## src/rtl/pmt_pkg.sv

```systemverilog
// ============================================================================
// pmt_pkg : shared helpers for the pipelined mux tree.   Revision: 1.0
// ============================================================================
`default_nettype none

package pmt_pkg;

  function automatic int clog2(input int value);
    int result;
    result = 0;
    for (int v = value - 1; v > 0; v = v >> 1) begin
      result = result + 1;
    end
    return result;
  endfunction

  // Digit k of a select index, where each digit is dig_w bits wide.
  function automatic logic [31:0] digit(input logic [31:0] sel, input int k, input int dig_w);
    return (sel >> (k * dig_w)) & ((32'd1 << dig_w) - 32'd1);
  endfunction

endpackage

`default_nettype wire

```

## src/rtl/mux_tree_stage.sv

```systemverilog
// ============================================================================
// mux_tree_stage : one registered RADIX:1 level over GROUPS groups.  Rev 1.0
// ============================================================================
`default_nettype none

module mux_tree_stage
  import pmt_pkg::*;
#(
  parameter int DATA_W = 8,
  parameter int RADIX  = 4,
  parameter int GROUPS = 1,
  parameter int SEL_W  = 6,
  parameter int STAGE  = 0
) (
  input  logic                             clk,
  input  logic                             rst_n,
  input  logic                             en_i,
  input  logic                             valid_i,
  input  logic [RADIX*GROUPS*DATA_W-1:0]   data_i,
  input  logic [SEL_W-1:0]                 sel_i,
  output logic                             valid_o,
  output logic [GROUPS*DATA_W-1:0]         data_o,
  output logic [SEL_W-1:0]                 sel_o
);

  localparam int DIG_W = clog2(RADIX);

  logic [DIG_W-1:0]           dig;
  logic [GROUPS*DATA_W-1:0]   data_d;
  logic [GROUPS*DATA_W-1:0]   data_q;
  logic                       valid_q;
  logic [SEL_W-1:0]           sel_q;

  assign dig = DIG_W'(digit(32'(sel_i), STAGE, DIG_W));

  always_comb begin
    data_d = '0;
    for (int g = 0; g < GROUPS; g++) begin
      for (int r = 0; r < RADIX; r++) begin
        if (dig == DIG_W'(r)) begin
          data_d[g*DATA_W +: DATA_W] = data_i[(g*RADIX + r)*DATA_W +: DATA_W];
        end
      end
    end
  end

  always_ff @(posedge clk) begin
    if (!rst_n) begin
      valid_q <= 1'b0;
      data_q  <= '0;
      sel_q   <= '0;
    end else if (en_i) begin
      valid_q <= valid_i;
      data_q  <= data_d;
      sel_q   <= sel_i;
    end
  end

  assign valid_o = valid_q;
  assign data_o  = data_q;
  assign sel_o   = sel_q;

endmodule

`default_nettype wire

```

## src/rtl/pipelined_mux_tree.sv

```systemverilog
// ============================================================================
// pipelined_mux_tree : N:1 registered mux tree with valid/ready and auto-scan.
// Revision: 1.0
// ============================================================================
`default_nettype none

module pipelined_mux_tree
  import pmt_pkg::*;
#(
  parameter  int DATA_W = 8,
  parameter  int RADIX  = 4,
  parameter  int LEVELS = 3,
  localparam int N      = RADIX ** LEVELS,
  localparam int DIG_W  = clog2(RADIX),
  localparam int SEL_W  = LEVELS * DIG_W
) (
  input  logic                  clk,
  input  logic                  rst_n,
  input  logic                  in_valid,
  output logic                  in_ready,
  input  logic [N*DATA_W-1:0]   in_data,
  input  logic [SEL_W-1:0]      in_sel,
  input  logic                  scan_en,
  output logic                  out_valid,
  input  logic                  out_ready,
  output logic [DATA_W-1:0]     out_data,
  output logic [SEL_W-1:0]      out_idx
);

  logic             adv;
  logic             accept;
  logic [SEL_W-1:0] eff_sel;
  logic [SEL_W-1:0] scan_q;
  logic [SEL_W-1:0] scan_d;

  assign adv      = !out_valid || out_ready;
  assign in_ready = adv;
  assign accept   = in_valid && adv;
  assign eff_sel  = scan_en ? scan_q : in_sel;

  // N is a power of two filling SEL_W exactly, so the natural rollover is the N-1 -> 0 wrap.
  always_comb begin
    scan_d = scan_q;
    if (accept && scan_en) begin
      scan_d = scan_q + SEL_W'(1);
    end
  end

  always_ff @(posedge clk) begin
    if (!rst_n) begin
      scan_q <= '0;
    end else begin
      scan_q <= scan_d;
    end
  end

  for (genvar k = 0; k < LEVELS; k++) begin : g_stage
    localparam int GROUPS = RADIX ** (LEVELS - 1 - k);

    logic [RADIX*GROUPS*DATA_W-1:0] data_in;
    logic                           valid_in;
    logic [SEL_W-1:0]               sel_in;
    logic [GROUPS*DATA_W-1:0]       data_q;
    logic                           valid_q;
    logic [SEL_W-1:0]               sel_q;

    if (k == 0) begin : g_first
      assign data_in  = in_data;
      assign valid_in = in_valid;
      assign sel_in   = eff_sel;
    end else begin : g_next
      assign data_in  = g_stage[k-1].data_q;
      assign valid_in = g_stage[k-1].valid_q;
      assign sel_in   = g_stage[k-1].sel_q;
    end

    mux_tree_stage #(
      .DATA_W (DATA_W),
      .RADIX  (RADIX),
      .GROUPS (GROUPS),
      .SEL_W  (SEL_W),
      .STAGE  (k)
    ) u_stage (
      .clk     (clk),
      .rst_n   (rst_n),
      .en_i    (adv),
      .valid_i (valid_in),
      .data_i  (data_in),
      .sel_i   (sel_in),
      .valid_o (valid_q),
      .data_o  (data_q),
      .sel_o   (sel_q)
    );
  end

  assign out_valid = g_stage[LEVELS-1].valid_q;
  assign out_data  = g_stage[LEVELS-1].data_q;
  assign out_idx   = g_stage[LEVELS-1].sel_q;

endmodule

`default_nettype wire

```

## config.mk

```make
export PLATFORM = sky130hd
export DESIGN_NAME = pipelined_mux_tree
export DESIGN_NICKNAME = d
export VERILOG_FILES = /design/src/rtl/pmt_pkg.sv /design/src/rtl/mux_tree_stage.sv /design/src/rtl/pipelined_mux_tree.sv
export SDC_FILE = /design/constraint.sdc
export NUM_CORES = 1
export LEC_CHECK = 0
export ABC_AREA = 1
export ABC_CLOCK_PERIOD_IN_PS = 1400
export CORE_AREA = 2 2 212 214
export DETAILED_ROUTE_END_ITERATION = 10
export DIE_AREA = 0 0 214 216
export REMOVE_ABC_BUFFERS = 1
export SLEW_MARGIN = 15
export SYNTH_ARGS = -nofsm -noshare
export SYNTH_HDL_FRONTEND = slang
export SYNTH_SLANG_ARGS = --single-unit
```

## constraint.sdc

```tcl
create_clock -name clk -period 1.4 [get_ports clk]
set_clock_uncertainty 0.15 [all_clocks]
set_input_delay 0.21 -clock clk [delete_from_list [all_inputs] [get_ports clk]]
set_output_delay 0.21 -clock clk [all_outputs]
set_load 0.02 [all_outputs]
```

==> run summary, run 1 <==
via count - 16400
Max Slew Vio Count - 0
CTS tree - done
critical path launch point type - flop
Rows - 77
clk buf depth - 2
die span in x - 214 um
CTS H-tree depth - 4
hold path start - scan_en
nets@finish - 3082
IO buf count - 538
Final period util - 1.15
Area contributors post-synth - dfxtp_1 32%, nand3_1 28%, nor2_1 9.5%
Starting Density - 0.279
slew of the pin with the lowest slew margin - 0.320 ns
Slowest cell on crit path - dfxtp_2
Die Y - 216 um
Syn Area/Cell - 6.22 um2
CTS root buffer - clkbuf_16
Area Overhead vs Synth - 82.4%
core area - 43800 um2
ANT nets after route - 0
area leader, netlist - dfxtp_1
largest net degree at the start of global routing - 63
Worst Setup SP - scan_q[0]$_SDFFE_PN0P_
min-delay worst type - in -> reg
Yosys reg bits - 195
Clock Sinks - 195
Final Util - 0.509
count of unique library cells instantiated by Yosys - 23
CP max stage delay - 0.33 ns
crit end category - flop
dpl hpwl - 39400 um
Clock Latency Late Sink - 0.44 ns
Max Fclk - 0.620 GHz
DR WL/cell - 18.7 um
Hold Fails Final Rpt - 0
status - complete, but fails checks
clock transition at the registers of the reported paths - 0.07 ns
DP Area - 19200 um2
failing checks - negative setup slack
First DRT Iteration DRCs - 1215
synthesized instance count - 1967
commonest cells after routing, fill and taps aside - 520 x clkdlybuf4s50_1, 485 x nand3_1, 256 x nor2_1
CTS Buf Count - 17
antenna cells - 0
crit path kind - reg -> reg
# fillers - 4219
Reg area - 3920 um2
CP arrival - 1.81 ns
final wirelength - 59300 um
Finished Cell Area - 22300 um2
origin of the critical flop-to-flop path - scan_q[0]$_SDFFE_PN0P_
Max Cap Viol - 0
Buf/Inv on CP - 3
maximum vdd drop - 0.788 mV
maximum fanout along the worst path - 9
first-pass GRT wire length - 85400 um
GP Congestion - 0.934
vias in the first global route - 16100
Leak - 9.50 nW
synth warn - 0
commonest non-fill, non-tap cell in the layout - clkdlybuf4s50_1
Tot GR Track Use - 0.231
multi-input logic area - 8600 um2
PD cells - 804 nW/um2
RSZ-0062 raised after global routing - yes
antenna violations before repair - 3
die area - 46200 um2
PnR Total Power - 17.9 mW
Rel. slew slack - 0.787
CP Data Required Time - 1.59 ns
Overflow after GRT - 0
DRC - 0
crit path cell chain - buf_6, nand2_8, nand2_8, buf_12, buf_4, nand3_1, nand3_1, nor2_1, nor2_1
Tmin final - 1.61 ns
Initial DRT Pass Iterations - 6
post-route worst setup slack - -0.213 ns
top cell type's share of synthesized area - 0.319
sequential area share after synthesis - 0.319
Mapped Area - 12200 um2
Setup Viol. Count Final - 164
Via density - 5.18
layout cells sized above 1 - 0.222
top-level port count - 539
CP top delay family - simple AND/OR/NAND/NOR gates
## synth_stat cells
library cell  instances
o21ai_1              12
a31oi_1               2
nor2_2                3
nand2_2               4
nor2_1              311
dfxtp_1             195
buf_1                 5
a41oi_1               4
nand4_1              18
clkinv_1              1
inv_1                21
nand2_4               2
ha_1                  1
nand2_1             265
clkbuf_1             62
buf_6                19
nor2_4                1
buf_4                42
xnor2_1               1
buf_2                64
o21ai_0             207
a21oi_1              39
nand3_1             688
## worst paths after layout
kind,end,slack [ns],cells after the start
worst max register to register,g_stage[0].u_stage.data_o[85]$_SDFFE_PN0N_,-0.21,9
worst max-delay path,g_stage[0].u_stage.data_o[85]$_SDFFE_PN0N_,-0.21,9
worst min register to register,g_stage[1].u_stage.valid_o$_SDFFE_PN0N_,0.31,2
worst min-delay path,g_stage[0].u_stage.sel_o[3]$_SDFFE_PN0N_,0.19,4
## worst register-to-register path: stages, from the launching register on
cell and delay [ns]:
dfxtp_2 0.33, buf_6 0.12, nand2_8 0.08, nand2_8 0.10, buf_12 0.18, buf_4 0.21
nand3_1 0.09, nand3_1 0.08, nor2_1 0.13, nor2_1 0.05
## per-stage QoR
stage | TNS, ns | std cells | setup WS, ns | hold WS (ns)
final | -22.12 | 3162 | -0.213 | 0.191
after global routing | -34.29 | 3162 | -0.272 | 0.215
after CTS | -21.69 | 3133 | -0.199 | 0.148
after detailed placement | -112.40 | 3074 | -0.767 | 0.299
after global placement | -108.37 | 3074 | -0.758 | 0.287
after floorplan | -918.83 | 1775 | -6.67 | 0.181
## where the power goes
part	total, mW	internal [mW]	switching [mW]
Clock	4.94	2.68	2.26
Sequential	6.32	6.06	0.266
Combinational	6.68	3.50	3.19
Total	17.9	12.2	5.71
## logic make-up after synthesis
group                      count (synthesis)  share of synthesized area
buffers and inverters                    214                     0.0967
adders and majority gates                  1                    0.00102
AOI/OAI and AO/OA                        264                      0.109
DFF                                      195                      0.319
xor gates and xnor gates                   1                   0.000716
and+or+nand+nor                         1292                      0.473
## registers in the layout (all words and copies together) (netlist names)
signal	flops
scan_q	6
g_stage.u_stage.data_o	168
g_stage.u_stage.sel_o	18
g_stage.u_stage.valid_o	3
## layout make-up
| cell class | instances | share of cell area |
|---|---|---|
| Clock buffer | 20 | 0.0200 |
| Clock inverter | 11 | 0.00572 |
| Tap cell | 592 | 0.0332 |
| Inverter | 22 | 0.00370 |
| Multi-Input combinational cell | 1558 | 0.385 |
| Timing Repair Buffer | 764 | 0.377 |
| Sequential cell | 195 | 0.175 |
## metal layers
layer,vias up,share of wire,global-route usage
met3,106,0.060,0.0465
met2,596,0.48,0.395
met4,6,0.026,0.0681
met5,-,0.00056,0
met1,7720,0.43,0.292
li1,7939,-,-
## timing repair
item | CTS | global route
gates cloned | 11 | 20
pin swaps | 43 | 106
setup endpoints to repair | 194 | 185
hold endpoints to repair | 19 | 0
buffers inserted | 17 | 11
gates resized for setup | 219 | 237
hold buffers | 1 | 0
No activity file was read; power rests on OpenSTA's default activity.
==> run 2: changes to the inputs <==
--- a/config.mk
+++ b/config.mk
@@ -11,6 +11,7 @@
 export DETAILED_ROUTE_END_ITERATION = 10
 export DIE_AREA = 0 0 214 216
 export REMOVE_ABC_BUFFERS = 1
+export SKIP_LAST_GASP = 1
 export SLEW_MARGIN = 15
 export SYNTH_ARGS = -nofsm -noshare
 export SYNTH_HDL_FRONTEND = slang
==> run summary, run 2 (synthesis gave the netlist of run 1 again) <==
core area - 43800 um2
First DRT Iteration DRCs - 1187
setup total negative slack - -27.87 ns
top-level port count - 539
die span in x - 214 um
Overflow after GRT - 0
failing checks - negative setup slack
maximum vdd drop - 0.787 mV
vias in the first global route - 16000
Hold Fails Final Rpt - 0
Initial DRT Pass Iterations - 7
CP arrival - 1.85 ns
CTS H-tree depth - 4
Leak - 9.96 nW
commonest non-fill, non-tap cell in the layout - clkdlybuf4s50_1
Max Fclk - 0.597 GHz
CP Data Required Time - 1.57 ns
hold depth - 4
PnR Total Power - 18.4 mW
Max Cap Viol - 0
Tot GR Track Use - 0.229
Max Slew Vio Count - 0
die area - 46200 um2
R2R setup slack - -0.28 ns
FF-to-FF path depth - 10
CTS tree - done
DRC - 0
Largest register FFs - 168
Via density - 5.17
dpl hpwl - 39400 um
Final period util - 1.20
crit path kind - reg -> reg
Rel. slew slack - 0.730
DR WL/cell - 18.9 um
ANT nets after route - 0
status - complete, but fails checks
Clock Sinks - 195
Starting Density - 0.279
clock transition at the registers of the reported paths - 0.07 ns
slew of the pin with the lowest slew margin - 0.402 ns
Tmin final - 1.68 ns
largest net degree at the start of global routing - 63
reg2reg end - g_stage[0].u_stage.data_o[55]$_SDFFE_PN0N_
critical path launch point type - flop
Setup Viol. Count Final - 167
final wirelength - 60300 um
PD cells - 791 nW/um2
Rows - 77
first-pass GRT wire length - 84900 um
layout cells sized above 1 - 0.259
clk buf depth - 2
GP Congestion - 0.934
Clock Latency Late Sink - 0.44 ns
antenna cells - 0
Worst Setup SP - scan_q[1]$_SDFFE_PN0P_
CTS root buffer - clkbuf_16
min-delay worst type - in -> reg
IO buf count - 538
CTS Buf Count - 17
antenna violations before repair - 3
Area Overhead vs Synth - 89.8%
commonest cells after routing, fill and taps aside - 520 x clkdlybuf4s50_1, 455 x nand3_1, 255 x nor2_1
post-route worst setup slack - -0.275 ns
maximum fanout along the worst path - 7
crit end category - flop
origin of the critical flop-to-flop path - scan_q[1]$_SDFFE_PN0P_
RSZ-0062 raised after global routing - yes
CP endpoint - g_stage[0].u_stage.data_o[55]$_SDFFE_PN0N_
via count - 16500
Die Y - 216 um
nets@finish - 3103
## run 2: critical path: stages, from the launching register on
cell and delay [ns]:
dfxtp_2 0.37, inv_2 0.06, nand2_4 0.09, nand2_8 0.07, buf_16 0.15, buf_12 0.15
buf_12 0.14, nand3_1 0.08, nand3_1 0.10, nor2_1 0.12, nor2_1 0.05
## run 2: worst min path at each step
| stage | from | end | slack [ns] |
|---|---|---|---|
| floorplan | rst_n | scan_q[3]$_SDFFE_PN0P_ | 0.18 |
| global placement | g_stage[1].u_stage.valid_o$_SDFFE_PN0N_ | g_stage[1].u_stage.valid_o$_SDFFE_PN0N_ | 0.29 |
| detailed placement | g_stage[1].u_stage.valid_o$_SDFFE_PN0N_ | g_stage[1].u_stage.valid_o$_SDFFE_PN0N_ | 0.30 |
| CTS | scan_en | g_stage[0].u_stage.sel_o[3]$_SDFFE_PN0N_ | 0.15 |
| global route | scan_en | g_stage[0].u_stage.sel_o[3]$_SDFFE_PN0N_ | 0.20 |
| finish | scan_en | g_stage[0].u_stage.sel_o[3]$_SDFFE_PN0N_ | 0.18 |
## run 2: cell type report
type / count / area, um2
clock buffers: 20 / 447
multi-input cells: 1558 / 9060
flip-flops and latches: 195 / 3920
clock inverters: 11 / 128
well taps: 592 / 741
fillers: 4134 / 20600
inverters: 22 / 87.6
repair buffers: 785 / 8860
## run 2: what timing repair did
action | in CTS | in global routing
hold buffers | 1 | 0
pin swaps | 38 | 239
endpoints found under the hold margin | 19 | 0
setup buffers | 17 | 32
resized for setup | 149 | 470
gates cloned | 11 | 26
endpoints found under the setup margin | 194 | 185
## run 2: per-layer routing
metal  global-route usage  wire length (um)
met1                0.292             26100
met2                0.396             29300
met3               0.0443              3400
met4               0.0557              1370
met5                    0                35
## run 2: metrics by stage
step,instance area (um2),instances,hold WS [ns],setup WS [ns],util
detailed placement,19200,3074,0.299,-0.767,0.437
CTS,20500,3133,0.148,-0.219,0.467
global placement,19200,3074,0.287,-0.758,0.437
finish,23200,3183,0.178,-0.275,0.530
global route,23200,3183,0.197,-0.339,0.530
floorplan,11100,1775,0.181,-6.67,-
## run 2: power by group
part           total [mW]  internal, mW  switching [mW]
clock network        4.94          2.68            2.26
logic                7.07          3.75            3.32
registers            6.36          6.06           0.306
==> run 3: changes to the inputs <==
--- a/config.mk
+++ b/config.mk
@@ -7,9 +7,9 @@
 export LEC_CHECK = 0
 export ABC_AREA = 1
 export ABC_CLOCK_PERIOD_IN_PS = 1400
-export CORE_AREA = 2 2 212 214
+export CORE_AREA = 8 8 212 214
 export DETAILED_ROUTE_END_ITERATION = 10
-export DIE_AREA = 0 0 214 216
+export DIE_AREA = 0 0 220 222
 export REMOVE_ABC_BUFFERS = 1
 export SKIP_LAST_GASP = 1
 export SLEW_MARGIN = 15
==> run summary, run 3 (synthesis gave the netlist of run 1 again) <==
largest net degree at the start of global routing - 83
critical path launch point type - flop
Final Util - 0.542
CP Data Required Time - 1.58 ns
Hold Fails Final Rpt - 0
R2R setup slack - -0.25 ns
layout cells sized above 1 - 0.215
post-route worst setup slack - -0.250 ns
core area - 41500 um2
antenna cells - 0
die area - 48800 um2
CTS root buffer - clkbuf_16
# fillers - 3928
failing checks - negative setup slack
Overflow after GRT - 0
reg2reg end - g_stage[0].u_stage.data_o[65]$_SDFFE_PN0N_
Setup Viol. Count Final - 165
crit path kind - reg -> reg
Largest register FFs - 168
Max Slew Vio Count - 0
hold worst-path end - g_stage[0].u_stage.sel_o[4]$_SDFFE_PN0N_
crit end category - flop
FF-to-FF path depth - 9
DR WL/cell - 21.0 um
min-delay worst type - in -> reg
CTS Buf Count - 17
Tot GR Track Use - 0.221
DRC - 0
final wirelength - 65800 um
RSZ-0062 raised after global routing - yes
Finished Cell Area - 22500 um2
slew of the pin with the lowest slew margin - 0.333 ns
CTS H-tree depth - 4
setup total negative slack - -24.40 ns
maximum vdd drop - 0.597 mV
via count - 16700
Via density - 5.32
vias in the first global route - 16000
Max Cap Viol - 0
Final period util - 1.18
Final Non-Filler Cells - 3136
PD cells - 823 nW/um2
maximum fanout along the worst path - 10
top-level port count - 539
Die Y - 222 um
CTS tree - done
CP arrival - 1.83 ns
Starting Density - 0.295
Tmin final - 1.65 ns
GP Congestion - 0.927
antenna violations before repair - 0
commonest non-fill, non-tap cell in the layout - clkdlybuf4s50_1
hold path start - scan_en
Leak - 9.65 nW
DP Cell Count - 3029
hold depth - 4
Max Fclk - 0.606 GHz
First DRT Iteration DRCs - 1344
commonest cells after routing, fill and taps aside - 520 x clkdlybuf4s50_1, 512 x nand3_1, 259 x nand2_1
dpl hpwl - 42100 um
first-pass GRT wire length - 87300 um
clock transition at the registers of the reported paths - 0.08 ns
Clock Latency Late Sink - 0.44 ns
Area Overhead vs Synth - 83.6%
DP Area - 19000 um2
Initial DRT Pass Iterations - 5
status - complete, but fails checks
Setup WS pre-CTS - -0.766 ns
origin of the critical flop-to-flop path - scan_q[1]$_SDFFE_PN0P_
Rows - 75
nets@finish - 3108
die span in x - 220 um
IO buf count - 538
ANT nets after route - 0
Clock Sinks - 195
clk buf depth - 2
Rel. slew slack - 0.776
run 3: cell count changes in the layout (fill, tap and decap cells not counted), sizes merged:
cell / delta
nand2: +1
dlymetal6s2s: +1
clkbuf: +3
clkinvlp: -5
bufbuf: +2
buf: -5
clkdlybuf4s15: +1
dlygate4sd2: -1
inv: +4
clkinv: +5
run 3: worst max path at each step:
stage / startpoint / end / cells past startpoint / slack (ns)
finish: scan_q[1]$_SDFFE_PN0P_ / g_stage[0].u_stage.data_o[65]$_SDFFE_PN0N_ / 9 / -0.25
global route: scan_q[0]$_SDFFE_PN0P_ / g_stage[0].u_stage.data_o[47]$_SDFFE_PN0N_ / 9 / -0.30
CTS: scan_en / g_stage[0].u_stage.data_o[44]$_SDFFE_PN0N_ / 10 / -0.24
detailed placement: scan_en / g_stage[0].u_stage.data_o[10]$_SDFFE_PN0N_ / 10 / -0.77
global placement: scan_en / g_stage[0].u_stage.data_o[36]$_SDFFE_PN0N_ / 10 / -0.73
floorplan: g_stage[2].u_stage.valid_o$_SDFFE_PN0N_ / g_stage[1].u_stage.sel_o[4]$_SDFFE_PN0N_ / 4 / -6.67
run 3: timing repair:
action,in CTS,in global routing
setup endpoints to repair,199,188
hold buffers,1,0
gates resized for setup,92,333
cloned,9,41
pin swaps,3,116
hold endpoints to repair,6,0
buffers inserted,8,16
run 3: cell type report:
class                      count  area, um2  area share
inverter                      22       85.1     0.00379
clock buffer                  17        425      0.0189
timing repair buffer         789       8680       0.386
sequential                   195       3920       0.174
tap                          539        674      0.0300
clock inverter                15        210     0.00935
multi-input combinational   1559       8480       0.377
run 3: power breakdown:
| part | internal, mW | leakage (nW) | switching [mW] | total, mW |
|---|---|---|---|---|
| sequential | 6.05 | 1.61 | 0.266 | 6.32 |
| clock | 2.76 | 0.306 | 2.50 | 5.26 |
| combinational | 3.61 | 7.73 | 3.31 | 6.92 |
| total | 12.4 | 9.65 | 6.08 | 18.5 |
run 3: worst max-delay path, cell delays in order (launching register included):
cell and delay, ns:
dfxtp_2 0.36, inv_2 0.05, nand2_4 0.07, nand2_8 0.13, buf_12 0.20, clkbuf_16 0.18
nand3_1 0.11, nand3_1 0.10, nor2_1 0.14, nor2_1 0.05
run 3: metal layers:
layer	share of wire	track usage	vias up
met5	0	0	-
met4	0.030	0.0552	0
met1	0.43	0.277	7779
met2	0.47	0.384	773
met3	0.075	0.0405	125
li1	-	-	8002
run 3: metrics by stage:
stage          hold slack (ns)  total power [mW]
2_1_floorplan            0.181              8.55
3_3_place_gp             0.293              11.6
3_5_place_dp             0.297              11.6
4_1_cts                  0.225              17.2
5_1_grt                 0.0886              19.4
6_report                0.0843              18.5
